$ cat src/rtl/bus_port_fifo.sv
// Per-device bus port: TX/RX first-word-fall-through FIFOs
// with inbound destination checking and saturating error counters.
module bus_port_fifo #(
  parameter int drvrs   = 4,
  parameter int pckg_sz = 16,
  parameter int depth   = 8,
  parameter int id      = 0
) (
  input  logic                       clk,
  input  logic                       reset,
  input  logic                       tx_wr,
  input  logic [pckg_sz-1:0]         tx_data,
  output logic                       tx_full,
  output logic [$clog2(depth):0]     tx_count,
  output logic                       pndng,
  output logic [pckg_sz-1:0]         D_pop,
  input  logic                       pop,
  input  logic                       push,
  input  logic [pckg_sz-1:0]         D_push,
  input  logic                       rx_rd,
  output logic [pckg_sz-1:0]         rx_data,
  output logic                       rx_valid,
  output logic [$clog2(depth):0]     rx_count,
  output logic [7:0]                 ovf_cnt,
  output logic [7:0]                 mis_cnt,
  output logic                       udf_err
);

  localparam int AW = $clog2(depth);
  localparam logic [7:0] MY_ID = 8'(id);
  localparam logic [7:0] BCAST = 8'hFF;

  if (pckg_sz < 9 || depth < 2 || (depth & (depth - 1)) != 0)
    $error("bus_port_fifo: bad pckg_sz/depth");
  if (id >= drvrs && id != 255)
    $error("bus_port_fifo: id out of range");

  logic [pckg_sz-1:0] tx_mem [depth];
  logic [pckg_sz-1:0] rx_mem [depth];
  logic [AW:0] tx_wp, tx_rp, rx_wp, rx_rp;

  logic tx_empty, rx_empty, rx_full;
  logic tx_we, tx_re, rx_we, rx_re;
  logic [7:0] dst;

  assign tx_empty = (tx_wp == tx_rp);
  assign tx_full  = (tx_wp[AW] != tx_rp[AW]) &&
                    (tx_wp[AW-1:0] == tx_rp[AW-1:0]);
  assign rx_empty = (rx_wp == rx_rp);
  assign rx_full  = (rx_wp[AW] != rx_rp[AW]) &&
                    (rx_wp[AW-1:0] == rx_rp[AW-1:0]);

  assign tx_we = tx_wr & ~tx_full;
  assign tx_re = pop & ~tx_empty;
  assign rx_we = push & ~rx_full;
  assign rx_re = rx_rd & ~rx_empty;

  assign dst = D_push[pckg_sz-1:pckg_sz-8];

  assign pndng    = ~tx_empty;
  assign rx_valid = ~rx_empty;
  assign tx_count = tx_wp - tx_rp;
  assign rx_count = rx_wp - rx_rp;
  assign D_pop    = tx_empty ? '0 : tx_mem[tx_rp[AW-1:0]];
  assign rx_data  = rx_empty ? '0 : rx_mem[rx_rp[AW-1:0]];

  // Storage needs no reset: outputs are gated by the empty flags.
  always_ff @(posedge clk) begin
    if (tx_we) tx_mem[tx_wp[AW-1:0]] <= tx_data;
    if (rx_we) rx_mem[rx_wp[AW-1:0]] <= D_push;
  end

  always_ff @(posedge clk or negedge reset) begin
    if (!reset) begin
      tx_wp   <= '0;
      tx_rp   <= '0;
      rx_wp   <= '0;
      rx_rp   <= '0;
      ovf_cnt <= '0;
      mis_cnt <= '0;
      udf_err <= 1'b0;
    end else begin
      if (tx_we) tx_wp <= tx_wp + 1'b1;
      if (tx_re) tx_rp <= tx_rp + 1'b1;
      if (rx_we) rx_wp <= rx_wp + 1'b1;
      if (rx_re) rx_rp <= rx_rp + 1'b1;
      if (push && rx_full && ovf_cnt != 8'hFF)
        ovf_cnt <= ovf_cnt + 1'b1;
      if (push && dst != MY_ID && dst != BCAST &&
          mis_cnt != 8'hFF)
        mis_cnt <= mis_cnt + 1'b1;
      if ((pop && tx_empty) || (rx_rd && rx_empty))
        udf_err <= 1'b1;
    end
  end

endmodule

$ cat config.mk
export PLATFORM = sky130hd
export DESIGN_NAME = bus_port_fifo
export DESIGN_NICKNAME = d
export VERILOG_FILES = /design/src/rtl/bus_port_fifo.sv
export SDC_FILE = /design/constraint.sdc
export NUM_CORES = 1
export LEC_CHECK = 0
export BUFFER_PORTS_ARGS = -buffer_cell sky130_fd_sc_hd__buf_2
export CAP_MARGIN = 20
export CORE_AREA = 2 2 153 155
export DETAILED_ROUTE_END_ITERATION = 16
export DIE_AREA = 0 0 155 157
export GPL_TIMING_DRIVEN = 0
export PLACE_DENSITY = 0.7
export REMOVE_ABC_BUFFERS = 1
export SLEW_MARGIN = 10
export SYNTH_ARGS = -nofsm -noshare
export SYNTH_HDL_FRONTEND = slang
export SYNTH_SLANG_ARGS = --single-unit
$ cat constraint.sdc
create_clock -name clk -period 4.6 [get_ports clk]
set_clock_uncertainty 0.05 [all_clocks]
set_input_delay 0.92 -clock clk [delete_from_list [all_inputs] [get_ports clk]]
set_output_delay 0.92 -clock clk [all_outputs]
set_load 0.02 [all_outputs]
== Word-level counts from Yosys, hierarchy flattened ==
Memory sizes are Yosys's and may differ from the RTL's.
Index checks and enable logic that the tools add are counted.

* Bits of input ports: 38
* Word-level logic and storage cells: 51
* Memories: 2
* Output and inout port bits: 60
* RAM bits: 256
* Register bits after elaboration: 33

* Bitwise operators: 8
* Reductions and logical operators: 11
* Add/sub/neg operators: 8
* Eq/ne operators: 9
* Multiplexer cells: 6

{| class="wikitable"
|+ Memories
! memory !! depth !! width !! rd ports !! clocked after Yosys merged registers in !! wr ports !! RTL line !! RTL
|-
| rx_mem || 8 || 16 || 1 || 0 || 1 || 39 || <nowiki>logic [pckg_sz-1:0] rx_mem [depth];</nowiki>
|-
| tx_mem || 8 || 16 || 1 || 0 || 1 || 38 || <nowiki>logic [pckg_sz-1:0] tx_mem [depth];</nowiki>
|}

{| class="wikitable"
|+ Operators with widths
! kind !! count
|-
| $mux 16 || 2
|-
| $ne 8x8->1 const B || 3
|-
| $add 4x1->4 const B || 4
|-
| $add 8x1->8 const B || 2
|-
| $logic_and 1x1->1 || 9
|-
| $eq 4x4->1 || 2
|-
| $reduce_bool 8->1 || 1
|-
| $sub 4x4->4 || 2
|-
| $eq 3x3->1 || 2
|-
| $and 1x1->1 || 4
|-
| $mux 1 || 4
|-
| $not 1->1 || 4
|-
| $ne 1x1->1 || 2
|-
| $logic_or 1x1->1 || 1
|}

== Depth between registers and ports, before layout ==
* Depth after elaboration: 6
* Depth in mapped cells: 9
* Depth with buffers taken out: 6

== Worst setup path before layout ==
OpenSTA, ideal clock, no wires.

* Path kind: reg2reg
* Start point: register rx_rp[2]
* End point: memory rx_mem[0][0], enable pin
* Path buffers: 2
* Required time: 4.141 ns
* Path slack: 1.202 ns
* Arrival time: 2.939 ns
* Stages on the path, launching flop included: 9
* Clock period less this slack: 3.398 ns
* Setup time: 0.409 ns
* Cell sequence: dfrtp_1 > clkbuf_1 > clkinv_1 > clkbuf_1 > ha_1 > nand3_1 > o21a_1 > nand2_1 > nor3_1

* Word-level cells in the longest chain between the ends: 6

{| class="wikitable"
|+ Ends and longest elaborated chain
! what !! RTL line !! RTL
|-
| start: declaration || 40 || <nowiki>logic [AW:0] tx_wp, tx_rp, rx_wp, rx_rp;</nowiki>
|-
| start signal: assignment || 86 || <nowiki>if (rx_re) rx_rp <= rx_rp + 1'b1;</nowiki>
|-
| $eq 3x3->1 || 51 || <nowiki>(rx_wp[AW-1:0] == rx_rp[AW-1:0]);</nowiki>
|-
| $logic_and 1x1->1 || 50 || <nowiki>assign rx_full = (rx_wp[AW] != rx_rp[AW]) &&</nowiki>
|-
| $not 1->1 || 55 || <nowiki>assign rx_we = push & ~rx_full;</nowiki>
|-
| $and 1x1->1 || 55 ||
|-
| $mux 1 || 70 || <nowiki>if (rx_we) rx_mem[rx_wp[AW-1:0]] <= D_push;</nowiki>
|-
| $mux 1 (implied by the code) || 70 ||
|-
| end: declaration || 39 ||
|}

No other way between the ends.

== Final worst setup path ==
* Start point: register tx_rp[2]
* End point: output D_pop[4]

* Word-level cells in the longest chain between the ends: 2
* Elaborated cells between the ends (all ways): 3
* Classes of those cells: eq/ne: 1; mux: 1; memory: 1

{| class="wikitable"
|+ Ends and longest elaborated chain
! what !! RTL line !! RTL
|-
| start: declaration || 40 ||
|-
| start signal: assignment || 84 || <nowiki>if (tx_re) tx_rp <= tx_rp + 1'b1;</nowiki>
|-
| $mem_v2 8x16 / $eq 4x4->1 (equally long branches) || n/a ||
|-
| $mux 16 (*) || 64 || <nowiki>assign D_pop = tx_empty ? '0 : tx_mem[tx_rp[AW-1:0]];</nowiki>
|-
| end: declaration || 16 || <nowiki>output logic [pckg_sz-1:0] D_pop,</nowiki>
|}

Every way passes the cells marked *; elsewhere a longest branch is shown, timed or not.

==> impl_results.md <==
* Status: completed
* Minimum clock period at 4140 ps
* CTS Hold Bufs at 0
* Final HPWL DP at 15200 um
* I/O Pins at 98
* Final net count at 814
* Routed WL per cell at 22.3 um
* Die area at 0.0243 sq mm
* Origin of the worst setup path: tx_rp[2]
* Met2 WL at 13100 um
* Final instance area at 0.0138 sq mm
* Placed cells at 1015
* Slew headroom at 36.6%
* Commonest non-fill, non-tap cell in the layout: edfxtp_1
* Final Hold Viols at 0
* Via count at 6121
* Grt ovf at 0
* Detailed router's first-iteration violation count at 398
* Crit path kind: reg2out
* Unique cell type count in the Yosys netlist at 41
* Final worst path period share at 90.0%
* Max-slew violations at 0
* DR WL met3 at 1210 um
* RR Endpoint: rx_mem[0][4]
* R2r worst-path depth at 7
* Max FO, Critical Path at 19
* Syn Area/Cell at 18.2 sq um
* Synth Flop Type: edfxtp_1
* Sequential area share after synthesis at 73.4%
* Syn Inst Count at 639
* Commonest cells after routing, fill and taps aside: edfxtp_1 (256), buf_2 (97), nand2_1 (89)
* Clk_lat worst skew at 560 ps
* Starting density of the core at 51.6%
* Leakage Power at 4.90 nW
* DRT Pass-1 Iters at 5
* Worst setup path endpoint: D_pop[4]
* RSZ-0062 raised after global routing: false
* Number of CTS-inserted buffers at 30
* Clk slew on worst S/H paths at 70 ps
* Via density at 5.70
* Synth Cell Area at 0.0116 sq mm
* Hold/Removal Path Class: in2async
* Sw frac at 35.7%
* H-tree depth at 1
* Least-Margin Pin Slew at 947 ps
* Root buf cell: clkbuf_16
* Clock sinks at 289
* Max cap viols at 0
* Port-buffer cells at 97
* DR top layer: met5
* # setup viols final at 0
* Gate power share at 36.5%
* Vias in the first global route at 6525
* Total Wirelength at 23900 um
* Non-filler cells, final at 1073
* Fmax at 241 MHz
* DP Area at 0.0127 sq mm
* Power per cell area at 723 mW/mm^2
* Reg power frac at 38.2%
* Sw Pwr at 3.56 mW
* Flop2flop setup slack at 1010 ps
* CTS tree: yes
* Worst VDD drop at 0.623 mV
* Clock tree buffer depth at 3
* R2R Path Start: rx_rp[2]
* Gp weighted congestion at 0.758
* Int Power at 6.42 mW
* Layout cell share with drive strength beyond 1 at 34.4%
* Worst path arrival time at 3170 ps
* Startpoint types: flop
* DRT met1 WL at 9220 um
* Pin count of the biggest net entering global routing at 34
* Total core area at 0.0225 sq mm
* Yosys warns at 0
* Setup bufs post-CTS at 0
* First-pass GRT wire length at 37100 um
* Flop and latch count out of synthesis at 289
* Clock network power share at 25.3%
* FP Rows at 55
* Overall power at 9.99 mW
* Critical Path RT at 3630 ps
* Initial antenna violation count at 2
* Synth async-reset ratio at 11.4%
* ANT nets after route at 0
* Post-synth EDFFs at 256
* Drt drc at 0
* Tot GR Track Use at 20.4%
* Die Ht at 157 um
* Chip width at 155 um
* CP Capture Type: output port
* Area grow syn2layout at 19.0%
==> power by group through the flow <==
stage | clock network, mW | registers, mW | logic [mW]
finish | 2.53 | 3.81 | 3.65
global route | 2.67 | 3.88 | 3.94
CTS | 2.58 | 3.82 | 3.69
detailed placement | 0 | 3.86 | 3.67
global placement | 0 | 4.01 | 3.26
floorplan | 0 | 3.91 | 2.22
==> kinds of logic (layout without fill, tap and decap cells) <==
logic type	Yosys count	in the layout	synth area share [%]
AND/OR/NAND/NOR	147	147	5.95
multiplexers	71	71	13.1
adder cells (fa/ha/maj)	14	14	1.64
buffers and inverters	45	192	1.56
XOR/XNOR	26	26	2.03
flip-flops	289	289	73.4
AO/OA/AOI/OAI	47	47	2.36
other	0	2	0
==> cell type report <==
class / count / area, sq um
Fill cell: 1628 / 8700
Tap cell: 285 / 357
Antenna cell: 2 / 5.00
Timing Repair Buffer: 117 / 808
Clock buffer: 47 / 991
Inverter: 19 / 73.8
Clock inverter: 9 / 95.1
Multi-Input combinational cell: 305 / 2960
Sequential cell: 289 / 8520
==> worst max-delay path, stage by stage (launching register included) <==
cell and delay (ps):
dfrtp_2 680, clkinv_2 440, ha_1 490, and4_2 590, a21oi_1 190, buf_2 210
==> routing by layer <==
layer  vias to the layer above  global-route usage [%]
li1                       2746                       -
met1                      3165                    24.5
met2                       179                    38.1
met3                        29                    3.66
met4                         2                    4.94
met5                         -                       0
==> worst min path at each step <==
stage                from         end
6_report            reset  mis_cnt[2]
3_5_place_dp     tx_rp[3]    tx_rp[3]
3_3_place_gp   ovf_cnt[6]  ovf_cnt[6]
5_1_grt             reset  mis_cnt[2]
4_1_cts             reset     udf_err
2_1_floorplan    tx_rp[3]    tx_rp[3]
==> state kept, by name (all words and copies together), names as in the netlist <==
signal / flops
tx_rp: 4
ovf_cnt: 8
rx_rp: 4
tx_wp: 4
tx_mem: 128
rx_wp: 4
udf_err: 1
mis_cnt: 8
rx_mem: 128
==> through the flow <==
stage                     hold WS (ps)  TNS, ps  setup WS (ps)  utilization [%]
final                              375        0            458             61.4
after global routing               419        0            320             61.3
after CTS                          388        0           37.1             61.3
after detailed placement           440     -764           -136             56.5
after global placement             432  -101350          -1110             54.8
after floorplan                    415        0            620                -
==> what timing repair did <==
action,in CTS,in global routing
setup endpoints to repair,34,17
gates resized for setup,4,1
hold endpoints to repair,0,0
==> cell usage after synthesis (all sizes together), types with 2 or more instances <==
cell type | number | share of area (%)
a21o | 2 | 0.13
a21oi | 34 | 1.5
and3 | 3 | 0.16
and4 | 4 | 0.32
buf | 12 | 0.50
clkbuf | 14 | 0.45
clkinv | 2 | 0.065
dfrtp | 33 | 7.1
edfxtp | 256 | 66
fa | 2 | 0.35
ha | 12 | 1.3
inv | 17 | 0.55
mux2 | 7 | 0.68
mux4 | 64 | 12
nand2 | 89 | 2.9
nand2b | 3 | 0.16
nand3 | 12 | 0.52
nand4 | 4 | 0.22
nor2 | 12 | 0.41
nor3 | 8 | 0.35
nor4 | 5 | 0.40
nor4b | 2 | 0.20
o21a | 3 | 0.19
o21ai | 5 | 0.22
or3 | 2 | 0.11
or4 | 2 | 0.13
xnor2 | 17 | 1.3
xor2 | 9 | 0.68
No activity file was read; power rests on OpenSTA's default activity.
